`src/rtl/shift_reg_univ.sv`:
```
// Universal shift register: left/right shift, rotate, parallel load, clock enable,
// synchronous preset, plus a shift counter that pulses done at the end of each frame.
module shift_reg_univ #(
    parameter int              WIDTH     = 4,
    parameter logic [WIDTH-1:0] RESET_VAL = {WIDTH{1'b0}},
    parameter int              CNT_W     = $clog2(WIDTH + 1)
) (
    input  logic             clk,
    input  logic             clr,
    input  logic             pr,
    input  logic             en,
    input  logic [2:0]       mode,
    input  logic             sin_r,
    input  logic             sin_l,
    input  logic [WIDTH-1:0] d,
    output logic [WIDTH-1:0] q,
    output logic             sout_r,
    output logic             sout_l,
    output logic [CNT_W-1:0] cnt,
    output logic             done
);

    typedef enum logic [2:0] {
        MODE_HOLD = 3'b000,
        MODE_SHR  = 3'b001,
        MODE_SHL  = 3'b010,
        MODE_ROR  = 3'b011,
        MODE_ROL  = 3'b100,
        MODE_LOAD = 3'b101
    } mode_t;

    localparam logic [CNT_W-1:0] CNT_LAST = CNT_W'(WIDTH - 1);

    logic [WIDTH-1:0] q_nxt;
    logic             shift_op;
    logic             load_op;

    always_comb begin
        q_nxt    = q;
        shift_op = 1'b0;
        load_op  = 1'b0;
        case (mode)
            MODE_SHR: begin
                q_nxt    = {sin_r, q[WIDTH-1:1]};
                shift_op = 1'b1;
            end
            MODE_SHL: begin
                q_nxt    = {q[WIDTH-2:0], sin_l};
                shift_op = 1'b1;
            end
            MODE_ROR: begin
                q_nxt    = {q[0], q[WIDTH-1:1]};
                shift_op = 1'b1;
            end
            MODE_ROL: begin
                q_nxt    = {q[WIDTH-2:0], q[WIDTH-1]};
                shift_op = 1'b1;
            end
            MODE_LOAD: begin
                q_nxt   = d;
                load_op = 1'b1;
            end
            default: ; // hold and reserved codes keep q
        endcase
    end

    always_ff @(posedge clk or negedge clr) begin
        if (!clr) begin
            q    <= RESET_VAL;
            cnt  <= '0;
            done <= 1'b0;
        end else if (!pr) begin
            q    <= {WIDTH{1'b1}};
            cnt  <= '0;
            done <= 1'b0;
        end else if (!en) begin
            done <= 1'b0;
        end else begin
            q    <= q_nxt;
            done <= 1'b0;
            if (load_op) begin
                cnt <= '0;
            end else if (shift_op) begin
                // wrap on the WIDTH-th shift so back-to-back frames have no gap
                if (cnt == CNT_LAST) begin
                    cnt  <= '0;
                    done <= 1'b1;
                end else begin
                    cnt <= cnt + CNT_W'(1);
                end
            end
        end
    end

    assign sout_r = q[0];
    assign sout_l = q[WIDTH-1];

endmodule
```
`config.mk`:
```
export PLATFORM = sky130hd
export DESIGN_NAME = shift_reg_univ
export DESIGN_NICKNAME = d
export VERILOG_FILES = /design/src/rtl/shift_reg_univ.sv
export SDC_FILE = /design/constraint.sdc
export NUM_CORES = 1
export LEC_CHECK = 0
export CORE_MARGIN = 5
export CORE_UTILIZATION = 37
export DETAILED_ROUTE_END_ITERATION = 8
export PLACE_DENSITY_LB_ADDON = 0.15
export SLEW_MARGIN = 15
export SYNTH_ARGS = -nofsm -noshare
export SYNTH_HDL_FRONTEND = slang
export SYNTH_SLANG_ARGS = --single-unit
```
`constraint.sdc`:
```
create_clock -name clk -period 1.13 [get_ports clk]
set_input_delay 0.1695 -clock clk [delete_from_list [all_inputs] [get_ports clk]]
set_output_delay 0.1695 -clock clk [all_outputs]
set_load 0.03 [all_outputs]
```
# After elaboration in Yosys (flattened, before gate mapping)
# Cells that the tools add are included.
[word_totals] register_bits=8 inputBits=13 elab_cells=31
[classes] addsub=1 n_eq_ne=9 n_mux=15 reduce_logical=3
[ops] operator="$pmux W4 S5" count=1
[ops] operator="$mux W3" count=5
[ops] operator="$eq A3 B2 Y1 const B" count=3
[ops] operator="$mux W4" count=2
[ops] operator="$mux W1" count=7
[ops] operator="$eq A3 B3 Y1 const B" count=2
[ops] operator="$ne A6 B1 Y1 const B" count=1
[ops] operator="$reduce_and A2 Y1" count=2
[ops] operator="$reduce_or A4 Y1" count=1
[ops] operator="$add A3 B1 Y3 const B" count=1
[ops] operator="$eq A3 B1 Y1 const B" count=1
[ops] operator="$ne A3 B1 Y1 const B" count=1
[ops] operator="$ne A2 B1 Y1 const B" count=1

# Logic depth before layout (Yosys ltp)
[logic_depth] word_depth=7 mapped_depth=5 ltp_nobuf=4

# Worst setup path after synthesis
# OpenSTA, ideal clock, no wires.
[synth_timing] kind="register -> register" from="register cnt[0]" to="register cnt[0]" setup_time_ns=0.065 arrival_ns=1.263 required_time_ns=1.065 slack_ns=-0.198 path_stages_with_launch=5 period_less_slack_ns=1.328 path_cell_list="dfrtp_1 > ha_1 > and2b_1 > nor3_1 > mux2_2"
[synth_between] elab_chain_cells=6
[synth_lines] item="start, declared" line_no="19" source="output logic [CNT_W-1:0] cnt,"
[synth_lines] item="start signal, assigned" line_no="89" source="cnt <= cnt + CNT_W'(1);"
[synth_lines] item="$add A3 B1 Y3 or $eq A3 B2 Y1 (tied branches)" line_no="89, 85"
[synth_lines] item="$mux W3 *" line_no="85" source="if (cnt == CNT_LAST) begin"
[synth_lines] item="$mux W3 *" line_no="83" source="end else if (shift_op) begin"
[synth_lines] item="$mux W3 *" line_no="81" source="if (load_op) begin"
[synth_lines] item="$mux W3 *" line_no="76" source="end else if (!en) begin"
[synth_lines] item="$mux W3 *" line_no="72" source="end else if (!pr) begin"
# Every way passes the cells marked *; elsewhere a longest branch is shown, timed or not. The select of a mux whose other input is x is not followed.
# A chain may end at the register's enable or synchronous reset.

# Worst setup path in the final report
[layout_timing] from="register cnt[1]" to="register cnt[0]"
[layout_between] elab_chain_cells=6
[layout_lines] item="$eq A3 B2 Y1" line_no="85"
[layout_lines] item="$mux W3" line_no="85"
[layout_lines] item="$mux W3" line_no="83"
[layout_lines] item="$mux W3" line_no="81"
[layout_lines] item="$mux W3" line_no="76"
[layout_lines] item="$mux W3" line_no="72"
# No other way between the ends. The select of a mux whose other input is x is not followed.

==> run_results.csv <==
group,metric,value,unit
timing,setup_slack,-70.39,ps
timing,clock.fmax,0.8331,GHz
placed_design,gp_congestion,0.8414,
clock_tree,htree_levels,1,
power,finalPower,923.4,uW
drt,drc,0,
yosys,syn_nets,81,
drt,wirelength,1639,um
die,dieArea,2453,um^2
power,power.density,940.1,nW/um^2
layout,antennaDiodeCount,0,
yosys,ys.flop_type,"dfrtp_1",
critical_path,ff2ff_path_depth,4,
critical_path,arrival,1390,ps
yosys,synth.distinct_cells,32,
global_routing,grt_pass1_vias,649,
clock_tree,path_clk_slew,60,ps
drt,wl_per_cell,13.43,um
status,violations,"setup timing",
placed_design,port-buffer-count,22,
critical_path,cp.required,1320,ps
timing,final_max_slew_viol_count,0,
die,chipWidth,49.53,um
layout,area_growth,69.91,%
timing,grt_setup_unrepaired,"true",
die,num_rows,14,
placed_design,dp.final_hpwl,1188,um
global_routing,antenna_found_initial,0,
layout,finalNetCount,121,
layout,final_area,982.2,um^2
critical_path,endpoint_kind,"register",
drt,vias_per_cell,5.098,
yosys,syn_avg_cell_area,8.628,um^2
clock_tree,cts_hold_buf,0,
die,start_util,38.82,%
drt,first_pass_iters,4,
placed_design,post_dp_cell_area,869.6,um^2
layout,utilization,65.97,%
clock_tree,clockRootBuffer,"clkbuf_4",
timing,relSlewSlack,75.61,%
die,core_area,1489,um^2
drt,antenna_left,0,
yosys,ys_seq_elements,8,
clock_tree,cts_max_path_buffers,2,
yosys,ys.warnings.count,0,
status,status,"complete, but fails checks",
drt,dr_total_vias,622,
yosys,synth_cells,67,
layout,post_route_cells_drive_above_1_share,46.23,%
clock_tree,cts_sinks,8,
power,p_leak,0.0004563,uW
die,die_height,49.53,um
critical_path,crit_path_cell_trace,"ha_4 > and2b_1 > nor3_2 > mux2_4",
yosys,synth_edf_count,0,
yosys,synthArstFlopShare,100.0,%
clock_tree,cts_made_buffers,3,
critical_path,slowest_stage,"dfrtp_2",
timing,worst_slew_pin_slew,364.7,ps
clock_tree,cts_tree,"yes",
yosys,netlist_area,578.1,um^2
global_routing,grt_pass1_wl,2718,um
yosys,ys_seq_area_share,34.63,%
power,vdd_drop_max,0.8588,mV
critical_path,critPathKind,"reg2reg",
drt,drt-initial-drc-count,2,
flow_run,maxCapViolCount,0,
clock_tree,insertion_delay,250,ps
worst_hold_path,holdCritPathClass,"in2async",
timing,setup_viol,3,
timing,post-route-period-util,106.2,%
global_routing,grt_overflow_total,0,
critical_path,max_stage_delay,430,ps
global_routing,grt.total_usage,13.95,%
critical_path,worst_setup_path_start_kind,"register",
global_routing,grt_max_degree,11,
timing,fin_tns_setup,-129.5,ps
timing,layout_min_cycle_time,1200,ps
timing,fin_worst_skew,0.1173,ps
die,ios,23,
critical_path,reg2reg_slack,-70,ps
timing,whs,194.5,ps
timing,hold_violations,0,
critical_path,r2r-start,"cnt[1]",
critical_path,timing.rr.end,"cnt[0]",
critical_path,cp_max_fo,2,
[cell usage after synthesis (2+ instances only)]
cell,n,area (um^2)
dfrtp_1,8,200.2
nand2_1,7,26.28
a21oi_1,6,30.03
nor2_1,5,18.77
buf_4,4,30.03
o211ai_1,4,30.03
o21ai_0,4,20.02
nor2b_1,3,18.77
inv_1,2,7.510
o22ai_1,2,12.51
[registers in the layout, summed over array words and instances, names as in the netlist]
name	cells
q	4
cnt	3
done	1
[placed cells by master (no fill, tap or decap), types with 2 or more instances in the layout]
cell type / synthesis / final
buf_4: 4 / 23
clkdlybuf4s50_1: 0 / 8
nand2_1: 7 / 6
buf_6: 0 / 6
dfrtp_1: 8 / 5
o211ai_1: 4 / 4
nor2_1: 5 / 4
a21oi_1: 6 / 4
o21ai_0: 4 / 3
nor2b_1: 3 / 3
clkbuf_4: 0 / 3
dfrtp_2: 0 / 3
inv_1: 2 / 2
o22ai_1: 2 / 2
a21oi_2: 0 / 2
dlygate4sd2_1: 0 / 2
clkbuf_2: 0 / 2
[layer usage]
metal	global-route usage [%]	routed length (um)
met3	6.325	88
met4	2.620	14
met5	0	0
met2	22.88	837
met1	16.73	698
[how the worst max path moves through the flow]
| stage | from | endpoint | slack [ps] |
|---|---|---|---|
| 2_1_floorplan | cnt[1] | cnt[0] | -80 |
| 3_3_place_gp | mode[2] | q[0] | -440 |
| 3_5_place_dp | mode[2] | q[0] | -460 |
| 4_1_cts | cnt[1] | cnt[0] | -40 |
| 5_1_grt | cnt[1] | cnt[1] | -150 |
| 6_report | cnt[1] | cnt[0] | -70 |
[per-stage QoR]
step                      setup WS (ps)  cells
final                            -70.39    122
after global routing             -147.6    122
after CTS                        -44.00    122
after detailed placement         -455.4    113
after global placement           -444.8    113
after floorplan                  -84.11     67
[power breakdown]
part | switching [uW] | internal (uW)
combinational | 172 | 186
clock | 99.0 | 135
sequential | 23.2 | 308
total | 294 | 629
[cells by family (layout without fill, tap and decap cells)]
| family | after synthesis | in the layout | share of synthesized area, % |
|---|---|---|---|
| muxes | 2 | 2 | 3.680 |
| AOI/OAI and AO/OA | 23 | 23 | 26.19 |
| adders and majority gates | 1 | 1 | 2.164 |
| buffers and inverters | 8 | 47 | 8.008 |
| xor gates and xnor gates | 1 | 1 | 2.815 |
| DFF | 8 | 8 | 34.63 |
| and+or+nand+nor | 24 | 24 | 22.52 |
[area by class of cell]
class	instances	area [um^2]
inverters	2	7.507
fillers	135	506.7
well taps	16	20.02
repair buffers	41	347.8
flip-flops and latches	8	203.9
clock buffers	4	26.28
multi-input cells	51	376.6
[critical path: cells and delay by family (launching register included)]
kind | cells | cell delay, ps
adders and majority gates | 1 | 170
DFF | 1 | 430
muxes | 1 | 180
and+or+nand+nor | 2 | 370
[what timing repair did]
item                                    in CTS  in global routing
hold endpoints to repair                     0                  0
endpoints found under the setup margin      11                 11
resized for setup                           12                 12
pin swaps                                    1                  5
buffers inserted                             6                  1
Power figures use the tool's default switching activity.
